==> src/rtl/qsfp_mgmt_pkg.sv <==
// Shared definitions for the QSFP management sequencer: state codes,
// default timing constants and the per-state pin decode.
package qsfp_mgmt_pkg;

    localparam int unsigned DEF_REFCLK_RST_CYCLES = 1000;
    localparam int unsigned DEF_MOD_RST_CYCLES    = 1000;
    localparam int unsigned DEF_INIT_CYCLES       = 2000000;
    localparam int unsigned DEF_DEBOUNCE_CYCLES   = 1000;
    localparam int unsigned STATE_W               = 3;

    typedef enum logic [STATE_W-1:0] {
        ST_IDLE       = 3'd0,
        ST_REFCLK_RST = 3'd1,
        ST_MOD_RST    = 3'd2,
        ST_MOD_INIT   = 3'd3,
        ST_READY      = 3'd4
    } state_t;

    typedef struct packed {
        logic refclk_reset;
        logic mod_reset_n;
        logic lpmode;
        logic modsel_n;
        logic clock_ok;
    } pins_t;

    function automatic int unsigned max3(int unsigned a, int unsigned b, int unsigned c);
        int unsigned m;
        m = (a > b) ? a : b;
        return (m > c) ? m : c;
    endfunction

    // Module-side pin levels held while in a given state.
    function automatic pins_t state_pins(state_t s);
        pins_t p;
        p = '{refclk_reset: 1'b1, mod_reset_n: 1'b0, lpmode: 1'b1, modsel_n: 1'b1, clock_ok: 1'b0};
        case (s)
            ST_MOD_RST: p.refclk_reset = 1'b0;
            ST_MOD_INIT: begin
                p.refclk_reset = 1'b0;
                p.mod_reset_n  = 1'b1;
                p.lpmode       = 1'b0;
                p.modsel_n     = 1'b0;
            end
            ST_READY: begin
                p.refclk_reset = 1'b0;
                p.mod_reset_n  = 1'b1;
                p.lpmode       = 1'b0;
                p.modsel_n     = 1'b0;
                p.clock_ok     = 1'b1;
            end
            default: ;
        endcase
        return p;
    endfunction

endpackage

==> src/rtl/qsfp_sync_debounce.sv <==
// Two-flop synchronizer followed by a debouncer: the level output only
// follows the (optionally inverted) input after DEBOUNCE_CYCLES equal samples.
module qsfp_sync_debounce #(
    parameter int unsigned DEBOUNCE_CYCLES = 1000,
    parameter bit          INVERT          = 1'b0
) (
    input  logic clock,
    input  logic reset,
    input  logic async_in,
    output logic level
);

    localparam int unsigned CNT_W = (DEBOUNCE_CYCLES > 1) ? $clog2(DEBOUNCE_CYCLES) : 1;

    logic             sync1;
    logic             sync2;
    logic [CNT_W-1:0] cnt;
    logic             sample_c;

    assign sample_c = sync2 ^ INVERT;

    // cnt counts consecutive samples that disagree with the current level.
    always_ff @(posedge clock) begin
        if (reset) begin
            sync1 <= 1'b0;
            sync2 <= 1'b0;
            cnt   <= '0;
            level <= 1'b0;
        end else begin
            sync1 <= async_in;
            sync2 <= sync1;
            if (sample_c == level) begin
                cnt <= '0;
            end else if (cnt == CNT_W'(DEBOUNCE_CYCLES - 1)) begin
                level <= sample_c;
                cnt   <= '0;
            end else begin
                cnt <= cnt + CNT_W'(1);
            end
        end
    end

endmodule

==> src/rtl/qsfp_mgmt_sequencer.sv <==
// QSFP module bring-up sequencer: refclk reset, module reset and init wait,
// then READY with interrupt latching and abort accounting.
module qsfp_mgmt_sequencer
    import qsfp_mgmt_pkg::*;
#(
    parameter int unsigned REFCLK_RST_CYCLES = DEF_REFCLK_RST_CYCLES,
    parameter int unsigned MOD_RST_CYCLES    = DEF_MOD_RST_CYCLES,
    parameter int unsigned INIT_CYCLES       = DEF_INIT_CYCLES,
    parameter int unsigned DEBOUNCE_CYCLES   = DEF_DEBOUNCE_CYCLES
) (
    input  logic       clock,
    input  logic       reset,
    input  logic       enable,
    input  logic       restart,
    input  logic [1:0] fs_sel,
    input  logic       sfp_modprs,
    input  logic       sfp_int,
    input  logic       int_clear,
    output logic       sfp_modsel,
    output logic       sfp_reset,
    output logic       sfp_lpmode,
    output logic       sfp_refclk_reset,
    output logic [1:0] sfp_fs,
    output logic       clock_ok,
    output logic [2:0] status,
    output logic       int_pending,
    output logic [7:0] abort_count
);

    localparam int unsigned MAX_CYCLES = max3(REFCLK_RST_CYCLES, MOD_RST_CYCLES, INIT_CYCLES);
    localparam int unsigned CNT_W      = (MAX_CYCLES > 1) ? $clog2(MAX_CYCLES) : 1;

    state_t           state;
    state_t           state_nxt;
    logic [CNT_W-1:0] cnt;
    logic [CNT_W-1:0] cnt_nxt;
    pins_t            pins_q;
    logic             present;
    logic             int_sync1;
    logic             int_sync2;
    logic             int_prev;
    logic             abort_c;
    logic             int_fall_c;

    qsfp_sync_debounce #(
        .DEBOUNCE_CYCLES(DEBOUNCE_CYCLES),
        .INVERT         (1'b1)
    ) u_modprs (
        .clock   (clock),
        .reset   (reset),
        .async_in(sfp_modprs),
        .level   (present)
    );

    assign int_fall_c       = int_prev & ~int_sync2;
    assign status           = 3'(state);
    assign sfp_refclk_reset = pins_q.refclk_reset;
    assign sfp_reset        = pins_q.mod_reset_n;
    assign sfp_lpmode       = pins_q.lpmode;
    assign sfp_modsel       = pins_q.modsel_n;
    assign clock_ok         = pins_q.clock_ok;

    // Next state: any abort condition beats timer expiry.
    always_comb begin
        state_nxt = state;
        cnt_nxt   = cnt;
        abort_c   = restart || !enable || !present;
        case (state)
            ST_IDLE: begin
                if (enable && present) begin
                    state_nxt = ST_REFCLK_RST;
                    cnt_nxt   = CNT_W'(REFCLK_RST_CYCLES - 1);
                end
            end
            ST_REFCLK_RST, ST_MOD_RST, ST_MOD_INIT: begin
                if (abort_c) begin
                    state_nxt = ST_IDLE;
                    cnt_nxt   = '0;
                end else if (cnt != '0) begin
                    cnt_nxt = cnt - CNT_W'(1);
                end else if (state == ST_REFCLK_RST) begin
                    state_nxt = ST_MOD_RST;
                    cnt_nxt   = CNT_W'(MOD_RST_CYCLES - 1);
                end else if (state == ST_MOD_RST) begin
                    state_nxt = ST_MOD_INIT;
                    cnt_nxt   = CNT_W'(INIT_CYCLES - 1);
                end else begin
                    state_nxt = ST_READY;
                end
            end
            ST_READY: begin
                if (abort_c) begin
                    state_nxt = ST_IDLE;
                end
            end
            default: begin
                state_nxt = ST_IDLE;
                cnt_nxt   = '0;
            end
        endcase
    end

    always_ff @(posedge clock) begin
        if (reset) begin
            state       <= ST_IDLE;
            cnt         <= '0;
            pins_q      <= state_pins(ST_IDLE);
            sfp_fs      <= 2'd0;
            int_sync1   <= 1'b0;
            int_sync2   <= 1'b0;
            int_prev    <= 1'b0;
            int_pending <= 1'b0;
            abort_count <= 8'd0;
        end else begin
            state     <= state_nxt;
            cnt       <= cnt_nxt;
            pins_q    <= state_pins(state_nxt);
            int_sync1 <= sfp_int;
            int_sync2 <= int_sync1;
            int_prev  <= int_sync2;
            if (state == ST_IDLE && state_nxt == ST_REFCLK_RST) begin
                sfp_fs <= fs_sel;
            end
            if (state == ST_READY && state_nxt == ST_IDLE && abort_count != 8'hFF) begin
                abort_count <= abort_count + 8'd1;
            end
            // Leaving READY clears; a new edge wins over a coincident clear.
            if (state_nxt != ST_READY) begin
                int_pending <= 1'b0;
            end else if (state == ST_READY && int_fall_c) begin
                int_pending <= 1'b1;
            end else if (int_clear) begin
                int_pending <= 1'b0;
            end
        end
    end

endmodule
==> config.mk <==
export PLATFORM = sky130hd
export DESIGN_NAME = qsfp_mgmt_sequencer
export DESIGN_NICKNAME = d
export VERILOG_FILES = /design/src/rtl/qsfp_mgmt_pkg.sv /design/src/rtl/qsfp_sync_debounce.sv /design/src/rtl/qsfp_mgmt_sequencer.sv
export SDC_FILE = /design/constraint.sdc
export NUM_CORES = 1
export LEC_CHECK = 0
export BUFFER_PORTS_ARGS = -buffer_cell sky130_fd_sc_hd__buf_2
export CAP_MARGIN = 20
export CORE_ASPECT_RATIO = 1.1
export CORE_UTILIZATION = 60
export CTS_CLUSTER_DIAMETER = 150
export CTS_CLUSTER_SIZE = 10
export DETAILED_ROUTE_END_ITERATION = 10
export PLACE_DENSITY = 0.8
export SLEW_MARGIN = 20
export SYNTH_ARGS = -nofsm -noshare
export SYNTH_HDL_FRONTEND = slang
export SYNTH_SLANG_ARGS = --single-unit
==> constraint.sdc <==
create_clock -name clock -period 5.15 [get_ports clock]
set_input_delay 1.2875 -clock clock [delete_from_list [all_inputs] [get_ports clock]]
set_output_delay 1.2875 -clock clock [all_outputs]
set_load 0.02 [all_outputs]
==> flow_summary.toml <==
[grt]
grt_pass1_wl_mm = 10.5
antenna_found_initial = 0
grt-ovfl-total = 0
grt_start_max_net_pins = 33
grt_usage_pct = 28.7
grt_pass1_vias = 2337

[logic_synthesis]
synthTopCellsByArea = "dfxtp_1, nor2_1, xnor2_1"
syn_area_per_cell_um2 = 8.23
ys_warn_count = 0
syn_nets = 333
synth_area_leader_cell = "dfxtp_1"
synth_edf_count = 0
ys_async_sr_fraction_pct = 0
synth_cell_types = 53
synth_seq_cells = 55
ys_seq_area_share_pct = 41.7
syn_inst = 321
netlist_area_um2 = 2640
synthFlopType = "dfxtp_1"
synth_top_area_share_pct = 41.7

[floorplanning]
start_util_pct = 64.7
fp.dieW_um = 65.3
core-area_um2 = 4080
boundaryPins = 28
rows = 24
die_area_um2 = 4670
dieHeight_um = 71.6

[worst_hold_path]
min-delay-start = "u_modprs.sync1"
hold_depth = 1
hold_class = "reg -> reg"
min_delay_worst_endpoint = "u_modprs.sync2"

[setup_path]
path_cells = "buf_2, or4bb_1, nor2_1, nand3_1, nand2_1, nor3_1, a32o_1"
cp_num_buf_inv = 1
cp_slowest_stage_delay_ps = 590
regToRegSetupSlack_ps = 2300
cp_max_fo = 13
cp_slowest_cell = "or4bb_1"
cp-start-kind = "input port"
timing.rr.start = "cnt[0]"
reg2reg_depth = 8
critical_path_required_ps = 5370
endpoint_kind = "flop"
criticalPathCategory = "in -> reg"
crit_arrival_ps = 3110
r2r-end = "cnt[9]"
critPathTopFamily = "simple AND/OR/NAND/NOR gates"

[pwr]
combPwrFrac_pct = 2.5
power_density_nw_per_um2 = 244
total_leakage_power_uw = 0.00116
clockPowerShare_pct = 36.3
p_int_uw = 545
vdd_drop_max_v = 0.000167
pwr-share-seq_pct = 61.2
p_switching_uw = 159
netSwitchingFraction_pct = 22.6

[clock_tree]
cts-resized-gates = 0
cts_max_level = 2
cts-root-buf = "clkbuf_8"
cts.sink_count = 55
path_clk_slew_ps = 100
ctsHoldBuffers = 0
cts_tree = "built"
cts_buffer_depth = 2
cts_buffers = 5
insertion_delay_ps = 320
post_cts_buffers = 0

[place]
pre_cts_ws_ps = 1960
portBuffers = 27
gp_congestion = 0.866
placedCellCount = 388
dpl.hpwl_mm = 4.20

[cells_and_area]
nFillCells = 343
drive_above_1_share_pct = 11.6
final_common_cell = "dfxtp_1"
final_util_pct = 70.6
antenna_cells = 0
area_growth_pct = 9.24
fin_cells = 396
finalNetCount = 355
most-common-layout-cells = "dfxtp_1, nor2_1, buf_2"

[drt]
dr.pass1.iters = 4
dr.first_iter.drc_count = 258
vias_per_cell = 6.04
wl_per_cell_um = 15.2
drt_wl_total_mm = 6.01
vias = 2392
drc = 0
ant_nets = 0

[timing]
slew_violations = 0
final-hold-violation-count = 0
setup_violations = 0
layout_setup_ws_ps = 2260
setup-tns-final_ps = 0
fin_skew_ps = 11.7
holdWs_ps = 444
timing.slew.headroom_pct = 42.5
tightest_slew_ps = 856
fmax_mhz = 346
fin_crit_ps = 2890
grt_setup_unrepaired = "no"
finalCritPeriodShare_pct = 56.1

[run_status]
status = "finished clean"

[flow_run]
maxCapViolCount = 0
[metal layers]
layer,wire [µm],up-vias,global-route usage [%]
met5,0,-,0
met4,99,0,10.1
met3,287,10,6.05
met2,2930,67,48.5
met1,2690,1129,35.9
li1,-,1186,-
[power groups by stage]
stage                     registers (µW)  clock network (µW)  logic, µW
final                                430                 256       17.6
after floorplan                      440                   0       10.9
after global placement               440                   0       17.0
after global routing                 431                 275       19.7
after detailed placement             440                   0       17.4
after CTS                            430                 257       17.5
[kinds of logic (layout without fill, tap and decap cells)]
kind of cell | count (synthesis) | in the layout | share of synthesized area (%)
fa+ha+maj | 3 | 3 | 1.42
flops | 55 | 55 | 41.7
mux | 2 | 2 | 0.758
buf+inv | 21 | 44 | 3.36
compound gates | 67 | 67 | 16.0
simple gates | 151 | 151 | 29.5
xor+xnor | 22 | 22 | 7.30
[synthesized netlist by cell type, types with 2 or more instances]
cell type	number
nor3_1	10
and3_1	8
o21ai_1	13
o21ai_0	10
nor2b_1	5
inv_1	9
nor2_1	50
a32o_1	3
ha_1	3
nor4_1	5
o211ai_1	2
buf_2	2
nand2_1	22
or3_1	10
nand4_1	2
or2_1	3
o21a_1	2
a211oi_1	2
mux2i_1	2
a21oi_1	18
nand3_1	12
dfxtp_1	55
o32ai_1	2
xor2_1	8
o31ai_1	4
buf_4	2
clkbuf_1	8
xnor2_1	14
nand3b_1	3
a31oi_1	2
and2_1	2
nor3b_1	2
or4_1	6
[cell type report]
class,count,area (µm²),share of cell area (%)
flip-flops and latches,55,1100,38.2
repair buffers,27,135,4.68
inverters,9,33.8,1.17
clock inverters,2,16.3,0.564
well taps,52,65.1,2.25
multi-input cells,245,1450,50.3
clock buffers,6,82.6,2.86
[per-stage QoR]
step / area, µm² / total power (µW)
after CTS: 2890 / 705
after detailed placement: 2790 / 458
after global placement: 2790 / 457
final: 2890 / 703
after floorplan: 2640 / 451
after global routing: 2890 / 725
[state kept, by name, indices dropped and copies added, names as in the netlist]
register	flops
abort_count	8
sfp_refclk_reset	1
u_modprs.cnt	10
int_sync1	1
u_modprs.level	1
status	3
u_modprs.sync1	1
int_pending	1
clock_ok	1
u_modprs.sync2	1
int_sync2	1
sfp_reset	1
cnt	21
sfp_lpmode	1
sfp_fs	2
int_prev	1
[worst max path at each step]
stage | to | depth (start not counted) | start | slack (ps)
2_1_floorplan | cnt[6] | 7 | restart | 2380
3_3_place_gp | cnt[9] | 7 | restart | 2020
3_5_place_dp | cnt[9] | 7 | restart | 1960
4_1_cts | cnt[9] | 7 | restart | 2290
5_1_grt | cnt[9] | 7 | restart | 2120
6_report | cnt[9] | 7 | restart | 2260
[worst reg2reg max path: cells and delay by family, from the launching register on]
family / cells / cell delay, ps
buffers and inverters: 1 / 70
and+or+nand+nor: 5 / 1870
adders and majority gates: 1 / 220
DFF: 1 / 360
AOI/OAI and AO/OA: 1 / 240
Power figures use the tool's default switching activity.
